<file path="src/rtl/wb_prio_arb_pkg.sv">
// Shared definitions for the Wishbone priority arbiter.
// Holds the FSM state encoding and the Wishbone cycle-type identifiers.
package wb_prio_arb_pkg;

  typedef enum logic [0:0] {
    ARB_IDLE  = 1'b0,
    ARB_GRANT = 1'b1
  } arb_state_e;

  localparam logic [2:0] CTI_CLASSIC = 3'b000;
  localparam logic [2:0] CTI_INCR    = 3'b010;
  localparam logic [2:0] CTI_EOB     = 3'b111;

endpackage

</file>
<file path="src/rtl/wb_prio_arb_pick.sv">
// Combinational winner select for the Wishbone priority arbiter.
// Urgent (starved) requesters take precedence, lowest index first.
// Otherwise the highest requesting index wins.
module wb_prio_arb_pick
  import wb_prio_arb_pkg::*;
#(
  parameter int NUM_MASTERS = 2,
  parameter int IDX_W       = $clog2(NUM_MASTERS)
) (
  input  logic [NUM_MASTERS-1:0] cyc,
  input  logic [NUM_MASTERS-1:0] urgent,
  output logic [NUM_MASTERS-1:0] win_onehot,
  output logic [IDX_W-1:0]       win_idx,
  output logic                   win_any
);

  logic found;

  // Priority scan: urgent lowest-index first, then highest plain requester.
  always_comb begin
    win_onehot = '0;
    win_idx    = '0;
    found      = 1'b0;
    win_any    = |cyc;
    for (int k = 0; k < NUM_MASTERS; k++) begin
      if (!found && cyc[k] && urgent[k]) begin
        win_idx = IDX_W'(k);
        found   = 1'b1;
      end
    end
    if (!found) begin
      for (int k = 0; k < NUM_MASTERS; k++) begin
        if (cyc[k]) begin
          win_idx = IDX_W'(k);
        end
      end
    end
    if (win_any) begin
      win_onehot[win_idx] = 1'b1;
    end
  end

endmodule

</file>
<file path="src/rtl/wb_prio_arbiter.sv">
// Wishbone fixed-priority arbiter with starvation aging and whole-cycle
// grant locking, sharing one slave port between NUM_MASTERS masters.
// Optional bus watchdog enabled by defining WB_PRIO_ARB_TIMEOUT_EN.
module wb_prio_arbiter
  import wb_prio_arb_pkg::*;
#(
  parameter int NUM_MASTERS    = 2,
  parameter int STARVE_LIMIT   = 8,
  parameter int TIMEOUT_CYCLES = 255
) (
  input  logic                      wb_clk_i,
  input  logic                      wb_rst_i,
  input  logic [NUM_MASTERS*32-1:0] wbm_adr_i,
  input  logic [NUM_MASTERS*32-1:0] wbm_dat_i,
  input  logic [NUM_MASTERS*4-1:0]  wbm_sel_i,
  input  logic [NUM_MASTERS-1:0]    wbm_we_i,
  input  logic [NUM_MASTERS-1:0]    wbm_cyc_i,
  input  logic [NUM_MASTERS-1:0]    wbm_stb_i,
  input  logic [NUM_MASTERS*3-1:0]  wbm_cti_i,
  input  logic [NUM_MASTERS*2-1:0]  wbm_bte_i,
  output logic [NUM_MASTERS*32-1:0] wbm_dat_o,
  output logic [NUM_MASTERS-1:0]    wbm_ack_o,
  output logic [NUM_MASTERS-1:0]    wbm_err_o,
  output logic [NUM_MASTERS-1:0]    wbm_rty_o,
  output logic [31:0]               wbs_adr_o,
  output logic [31:0]               wbs_dat_o,
  output logic [3:0]                wbs_sel_o,
  output logic                      wbs_we_o,
  output logic                      wbs_cyc_o,
  output logic                      wbs_stb_o,
  output logic [2:0]                wbs_cti_o,
  output logic [1:0]                wbs_bte_o,
  input  logic [31:0]               wbs_dat_i,
  input  logic                      wbs_ack_i,
  input  logic                      wbs_err_i,
  input  logic                      wbs_rty_i
);

  localparam int IDX_W = $clog2(NUM_MASTERS);
  localparam int AGE_W = $clog2(STARVE_LIMIT + 1);

  arb_state_e             state_q, state_d;
  logic [IDX_W-1:0]       grant_q, grant_d;
  logic [AGE_W-1:0]       age_q [NUM_MASTERS];
  logic [NUM_MASTERS-1:0] urgent;
  logic [NUM_MASTERS-1:0] win_onehot;
  logic [IDX_W-1:0]       win_idx;
  logic                   win_any;
  logic                   granted;
  logic [NUM_MASTERS-1:0] grant_vec;
  logic [NUM_MASTERS-1:0] clear_vec;
  logic                   gnt_cyc;
  logic                   gnt_stb;
  logic                   term;
  logic                   timeout_hit;

  // Starvation flags: a master is urgent once its wait count saturates.
  always_comb begin
    for (int k = 0; k < NUM_MASTERS; k++) begin
      urgent[k] = (age_q[k] == AGE_W'(STARVE_LIMIT));
    end
  end

  wb_prio_arb_pick #(
    .NUM_MASTERS (NUM_MASTERS),
    .IDX_W       (IDX_W)
  ) u_pick (
    .cyc        (wbm_cyc_i),
    .urgent     (urgent),
    .win_onehot (win_onehot),
    .win_idx    (win_idx),
    .win_any    (win_any)
  );

  assign granted   = (state_q == ARB_GRANT);
  assign grant_vec = granted ? (NUM_MASTERS'(1) << grant_q) : '0;
  assign gnt_cyc   = wbm_cyc_i[grant_q];
  assign gnt_stb   = wbm_stb_i[grant_q];
  assign term      = wbs_ack_i | wbs_err_i | wbs_rty_i;

`ifdef WB_PRIO_ARB_TIMEOUT_EN
  localparam int TMO_W = $clog2(TIMEOUT_CYCLES + 1);

  logic [TMO_W-1:0] tmo_cnt_q;

  assign timeout_hit = granted && gnt_stb && !term &&
                       (tmo_cnt_q == TMO_W'(TIMEOUT_CYCLES - 1));

  // Watchdog: count stalled strobe cycles of the granted master.
  always_ff @(posedge wb_clk_i or posedge wb_rst_i) begin
    if (wb_rst_i) begin
      tmo_cnt_q <= '0;
    end else if (!granted || !gnt_stb || term || timeout_hit) begin
      tmo_cnt_q <= '0;
    end else begin
      tmo_cnt_q <= tmo_cnt_q + 1'b1;
    end
  end
`else
  logic [31:0] unused_timeout_cycles;

  assign unused_timeout_cycles = 32'(TIMEOUT_CYCLES);
  assign timeout_hit           = 1'b0;
`endif

  // Next-state logic: arbitrate in IDLE, hold the grant for the whole cycle.
  always_comb begin
    state_d = state_q;
    grant_d = grant_q;
    case (state_q)
      ARB_IDLE: begin
        if (win_any) begin
          grant_d = win_idx;
          state_d = ARB_GRANT;
        end
      end
      ARB_GRANT: begin
        if (!gnt_cyc || timeout_hit) begin
          state_d = ARB_IDLE;
        end
      end
      default: state_d = ARB_IDLE;
    endcase
  end

  // FSM state and grant register.
  always_ff @(posedge wb_clk_i or posedge wb_rst_i) begin
    if (wb_rst_i) begin
      state_q <= ARB_IDLE;
      grant_q <= '0;
    end else begin
      state_q <= state_d;
      grant_q <= grant_d;
    end
  end

  // Masters being granted now (arbitration win or held grant) stop aging.
  assign clear_vec = granted ? grant_vec : win_onehot;

  // Per-master wait counters, saturating at the starvation limit.
  always_ff @(posedge wb_clk_i or posedge wb_rst_i) begin
    if (wb_rst_i) begin
      for (int k = 0; k < NUM_MASTERS; k++) begin
        age_q[k] <= '0;
      end
    end else begin
      for (int k = 0; k < NUM_MASTERS; k++) begin
        if (!wbm_cyc_i[k] || clear_vec[k]) begin
          age_q[k] <= '0;
        end else if (!urgent[k]) begin
          age_q[k] <= age_q[k] + 1'b1;
        end
      end
    end
  end

  // Slave-side routing from the granted master; the watchdog drops cyc/stb.
  always_comb begin
    wbs_adr_o = wbm_adr_i[grant_q*32 +: 32];
    wbs_dat_o = wbm_dat_i[grant_q*32 +: 32];
    wbs_sel_o = wbm_sel_i[grant_q*4 +: 4];
    wbs_we_o  = wbm_we_i[grant_q];
    wbs_cti_o = wbm_cti_i[grant_q*3 +: 3];
    wbs_bte_o = wbm_bte_i[grant_q*2 +: 2];
    wbs_cyc_o = granted && gnt_cyc && !timeout_hit;
    wbs_stb_o = granted && gnt_stb && !timeout_hit;
  end

  // Master-side returns: data broadcast, terminations to the granted master only.
  always_comb begin
    wbm_dat_o = {NUM_MASTERS{wbs_dat_i}};
    wbm_ack_o = grant_vec & {NUM_MASTERS{wbs_ack_i & ~timeout_hit}};
    wbm_err_o = grant_vec & {NUM_MASTERS{wbs_err_i | timeout_hit}};
    wbm_rty_o = grant_vec & {NUM_MASTERS{wbs_rty_i & ~timeout_hit}};
  end

endmodule

</file>
<file path="config.mk">
export PLATFORM = sky130hd
export DESIGN_NAME = wb_prio_arbiter
export DESIGN_NICKNAME = d
export VERILOG_FILES = /design/src/rtl/wb_prio_arb_pkg.sv /design/src/rtl/wb_prio_arb_pick.sv /design/src/rtl/wb_prio_arbiter.sv
export SDC_FILE = /design/constraint.sdc
export NUM_CORES = 1
export LEC_CHECK = 0
export BUFFER_PORTS_ARGS = -buffer_cell sky130_fd_sc_hd__buf_2
export CORE_AREA = 3 3 130 132
export DETAILED_ROUTE_END_ITERATION = 6
export DIE_AREA = 0 0 133 135
export GPL_TIMING_DRIVEN = 0
export PLACE_DENSITY = 0.49
export SYNTH_ARGS = -nofsm -noshare
export SYNTH_HDL_FRONTEND = slang
export SYNTH_SLANG_ARGS = --single-unit
</file>
<file path="constraint.sdc">
create_clock -name wb_clk_i -period 1.26 [get_ports wb_clk_i]
set_input_delay 0.063 -clock wb_clk_i [delete_from_list [all_inputs] [get_ports wb_clk_i]]
set_output_delay 0.063 -clock wb_clk_i [all_outputs]
set_load 0.05 [all_outputs]
</file>
# == After elaboration in Yosys (flattened, before gate mapping) ==
# Cells that the tools add are included.
# classes
addsub,2
n_mul,1
order_cmp,3
n_eq_ne,4
shifts,6
muxes,24
n_bitwise,4
reduce_logical,13
# ops
op,count
$shiftx 64x7->32,2
$mux 4,4
$mux 1,15
$add 4x1->4 const B,2
$eq 4x4->1 const B,2
$shiftx 8x4->4,1
$and 2x2->2,3
$logic_and 1x1->1,6
$mux 2,3
$shiftx 6x4->3,1
$lt 1x2->1 const B,2
$ne 2x2->1 const B,2
$shiftx 4x3->2,1
$logic_not 1->1,3
$mul 1x2->3 const B,1
$logic_or 1x1->1,2
$pmux 1 s2,1
$reduce_and 2->1,1
$reduce_or 2->1,1
$shl 1x1->2 const A,1
$demux 1 s1,1
$ge 1x1->1 const B,1
$not 1->1,1
# totals
regBits,10
input_bits,189
out_inout_bits,146
elab_cells,61

# == Depth between registers and ports, before layout ==
# logic_depth
depth_word,18
mapped_depth,5
mapped_depth_nobuf,5

# == Cells and area by module ==
# A second synthesis with hierarchy kept.
# unflattened
hier_cells,213
hier_area_um2,2001.9
# by_module_without_submodules
module,n_inst,cells_each,area_each_um2,seq_area_each_um2
wb_prio_arbiter,1,208,1969.4,250.2
wb_prio_arb_pick,1,5,32.5,0.0

# == Worst setup path before layout ==
# OpenSTA, ideal clock, no wires.
# synth_timing
path_type,flip-flop to output port
startpoint,reg grant_q
endpoint,out wbs_cyc_o
t_arrival_ns,1.463
required_ns,1.197
setup_slack_ns,-0.266
stages_incl_launch_ff,5
path_buffers,2
cell_sequence,dfrtp_1 -> buf_6 -> buf_6 -> mux2i_1 -> nor2b_1
# synth_between
elab_chain_cells,3
# synth_rtl
element,line,source
"start, declared",wb_prio_arbiter.sv:43,"logic [IDX_W-1:0] grant_q, grant_d;"
"start signal, assigned",wb_prio_arbiter.sv:133,grant_q <= grant_d;
$mux 1 (implied by the code) (2 in a row),wb_prio_arbiter.sv:77,assign gnt_cyc = wbm_cyc_i[grant_q];
$logic_and 1x1->1,wb_prio_arbiter.sv:165,wbs_cyc_o = granted && gnt_cyc && !timeout_hit;
"end, declared",wb_prio_arbiter.sv:29,"output logic wbs_cyc_o,"
# Every way passes these cells. The select of a mux whose other input is x is not followed.

# == Worst setup path after layout ==
# layout_timing
startpoint,reg grant_q
endpoint,out wbs_we_o
# layout_between
elab_chain_cells,2
# layout_rtl
element,line,source
$mux 1 (implied by the code) (2 in a row),wb_prio_arbiter.sv:162,wbs_we_o = wbm_we_i[grant_q];
"end, declared",wb_prio_arbiter.sv:28,"output logic wbs_we_o,"
# Every way passes these cells. The select of a mux whose other input is x is not followed.

==> run summary <==
Counting flops and latches in the post-synthesis netlist gives 6. The logs give 0 for the number of remaining DRC errors and 8750 um for the estimated wirelength of the detail-placed design. The later pin in the worst-skew pair is clocked with a latency of 0.23 ns. The checks that failed: setup timing. The headroom to the max-slew limit came out at 82.8%. Averaged over all synthesized cells, the footprint is 9.56 um^2. In this run the worst hold path is classified as input port to register. The fraction of layout instances using a drive strength above 1 works out to 94.9%. The via density per instance is 3.48, and the clock slew seen by the registers of the worst setup and hold paths is 0.03 ns. During I/O placement, the number of pins put on the boundary was 335.

The top fanout value on the critical path is 10, and the pin count of the biggest net entering global routing is 11. Power spread over the standard cell area amounts to 1670 nW/um^2. For the number of antenna violations at the first check in global routing, the log shows 0. The startpoint identified for the worst register-to-register timing path is age_q[5]. The tools report the total wire length after detailed routing as 10400 um. Buffers inserted during clock tree synthesis total 3. The initial core utilization was 11.7%. TritonCTS built the clock tree. Post-layout instance area: 4640 um^2.

Number of H-tree levels: 1. Setup repair after global routing could not meet its margin everywhere. Total count of hold-check failures in the final report: 0.

The flow ran to the end, but the final reports show violations. The total grt overflow came out at 0. The first global-routing pass estimated 14600 um of wire. Across every metal layer, demand over resource in global routing totals 10.2%. Clock skew on the completed layout was measured at 0.00211 ns. Routability-driven placement finished with a final weighted congestion of 0.725. The floorplan die width came out at 133 um. The tools report the root cell of the clock tree as clkbuf_16. After floorplanning, the core was divided into 46 placement rows. For the number of diodes, the log shows 0. The area of the die came out at 18000 um^2. Max-cap violations in this run came to 0. Number of buffer cells added on primary ports: 302.

The slack of the critical path is -0.272 ns, and the total standard cell area after synthesis is 1850 um^2. Net switching is 52.6% of the power. The run gives 6 as the clock net sink count. The worst setup path is launched from a register.

The cell leakage power was 2.50 nW; the combinational group share of total power was 90.0%. For the worst setup path, the data required time is 1.20 ns. The run gives 27 as the number of different library cells in the post-synthesis netlist. The tools report the post-detailed-placement cell area as 3630 um^2.

The first routing iteration left 38 violations. The via count of the first global-routing pass is 2631, and the pin slew with the least headroom to its limit is 0.256 ns. For the final-stage net count, the log shows 701.

The power dissipated by switching net loads is 4.07 mW. In the layout the commonest cells are buf_2 (220), buf_4 (69), buf_6 (68), mux2_2 (50), mux2_4 (24). The area growth from synthesis to layout is 151%.

The logs give 8.14% for the sequential share of the synthesized area and 193 for the synthesized instance count. Iteration count of the initial detailed-routing pass: 4. The startpoint identified for the worst hold timing path is wbm_cyc_i[1]. Chip height: 135 um. Derived from the worst setup path, the maximum achievable clock frequency is 0.653 GHz.

The count of synthesis-stage warnings from yosys was 0; the clock power share was 6.7%. In the final routed layout, each cell accounts on average for 14.3 um. The post-route clock period utilization is 122%. The worst setup path is captured at an output port.

The launching element of the worst setup path was grant_q. The post-place setup slack was -0.159 ns. Leading cell type in the layout, fill and taps excluded: buf_2.

For the worst setup path, the data arrival time is 1.47 ns. The logs give 15800 um^2 for the placeable core region and 0 for the number of max-slew violations in the final report. For the net count after synthesis, the log shows 384. The total vias in the final route came out at 2522.

The sequential share of power is 3.3%. In this run the deepest clock path goes through 2 buffers. Antenna violation net count after detailed routing: 0. Class of the most critical setup path: register to output port.

The total negative setup slack is -18.81 ns, and the minimum clock period after layout is 1.53 ns. Setup violations remaining at the end of the flow were counted as 82. For the worst ir drop on vdd, the log shows 0.582 mV. For the internal power consumption, the log shows 3.67 mW.
cells by family after synthesis:
group / count (synthesis) / synth area share, %
simple gates: 22 / 7.73
compound gates: 7 / 2.78
buf+inv: 78 / 32.8
xor+xnor: 2 / 0.949
fa+ha+maj: 2 / 1.36
flops: 6 / 8.14
mux: 76 / 46.2
final cells by class:
cell class | instances | area, um^2
fill | 1679 | 11200
timing repair buffer | 313 | 2220
multi-input combinational | 109 | 1250
buffer | 73 | 656
tap | 216 | 270
sequential | 6 | 151
clock buffer | 3 | 75.1
inverter | 4 | 15.0
through the flow:
step / utilization [%] / total power [mW] / hold WS, ns / std cells
final: 29.3 / 7.75 / 0.135 / 724
after global routing: 29.3 / 8.05 / 0.165 / 724
after floorplan: - / 4.39 / -0.146 / 193
after global placement: 22.9 / 5.59 / 0.00596 / 711
after detailed placement: 22.9 / 5.59 / 0.00240 / 711
after CTS: 28.4 / 7.55 / 0.129 / 724
critical path, cell delays in order (launching register included):
cell,delay (ns)
dfrtp_2,0.40
clkbuf_16,0.19
buf_12,0.13
mux2_2,0.35
buf_6,0.16
Yosys cell counts, drive strengths merged:
| library cell | count | area share [%] |
|---|---|---|
| ha | 2 | 1.4 |
| and2 | 3 | 1.0 |
| nand3 | 2 | 0.54 |
| a21o | 1 | 0.47 |
| nor2 | 1 | 0.20 |
| dfrtp | 6 | 8.1 |
| mux2 | 74 | 45 |
| and3 | 4 | 1.4 |
| o22ai | 1 | 0.34 |
| xnor2 | 2 | 0.95 |
| nand2b | 2 | 0.68 |
| mux2i | 2 | 1.1 |
| and4b | 1 | 0.61 |
| and3b | 1 | 0.47 |
| a21oi | 1 | 0.27 |
| and2b | 1 | 0.41 |
| inv | 4 | 0.81 |
| nand2 | 4 | 1.2 |
| o32ai | 1 | 0.88 |
| nor2b | 2 | 0.68 |
| o21ai | 3 | 0.81 |
| nor3 | 1 | 0.54 |
| buf | 74 | 32 |
state kept, by name, summed over array words and instances, names as in the netlist:
| name | flops |
|---|---|
| age_q | 4 |
| grant_q | 1 |
| granted | 1 |
power by group through the flow:
stage               logic (mW)  registers [mW]  clock network (mW)
floorplan                 4.15           0.241                   0
global placement          5.35           0.244                   0
detailed placement        5.35           0.244                   0
CTS                       6.77           0.259               0.525
global route              7.24           0.264               0.546
finish                    6.97           0.256               0.517
layer usage:
metal	part of all wire (%)	GRT usage, %	routed length [um]
met1	38	12.4	3990
met5	0	0	0
met3	7.6	2.05	792
met4	0.077	0.693	8
met2	54	19.4	5590
worst paths after layout:
| check | to | slack [ns] | cells past startpoint |
|---|---|---|---|
| worst max register to register | age_q[4] | 0.05 | 5 |
| min in group asynchronous | age_q[7] | 0.29 | 3 |
| worst max-delay path | wbs_we_o | -0.27 | 4 |
| worst min-delay path | granted | 0.13 | 3 |
| max in group asynchronous | grant_q | 0.75 | 3 |
| worst min register to register | age_q[4] | 0.59 | 3 |
repair_timing:
action,4_1_cts,5_1_grt
hold buffers,1,0
resized for setup,208,38
setup buffers,7,1
setup endpoints to repair,85,88
endpoints found under the hold margin,6,0
gates cloned,2,0
pin swaps,3,4
Power figures use the tool's default switching activity.
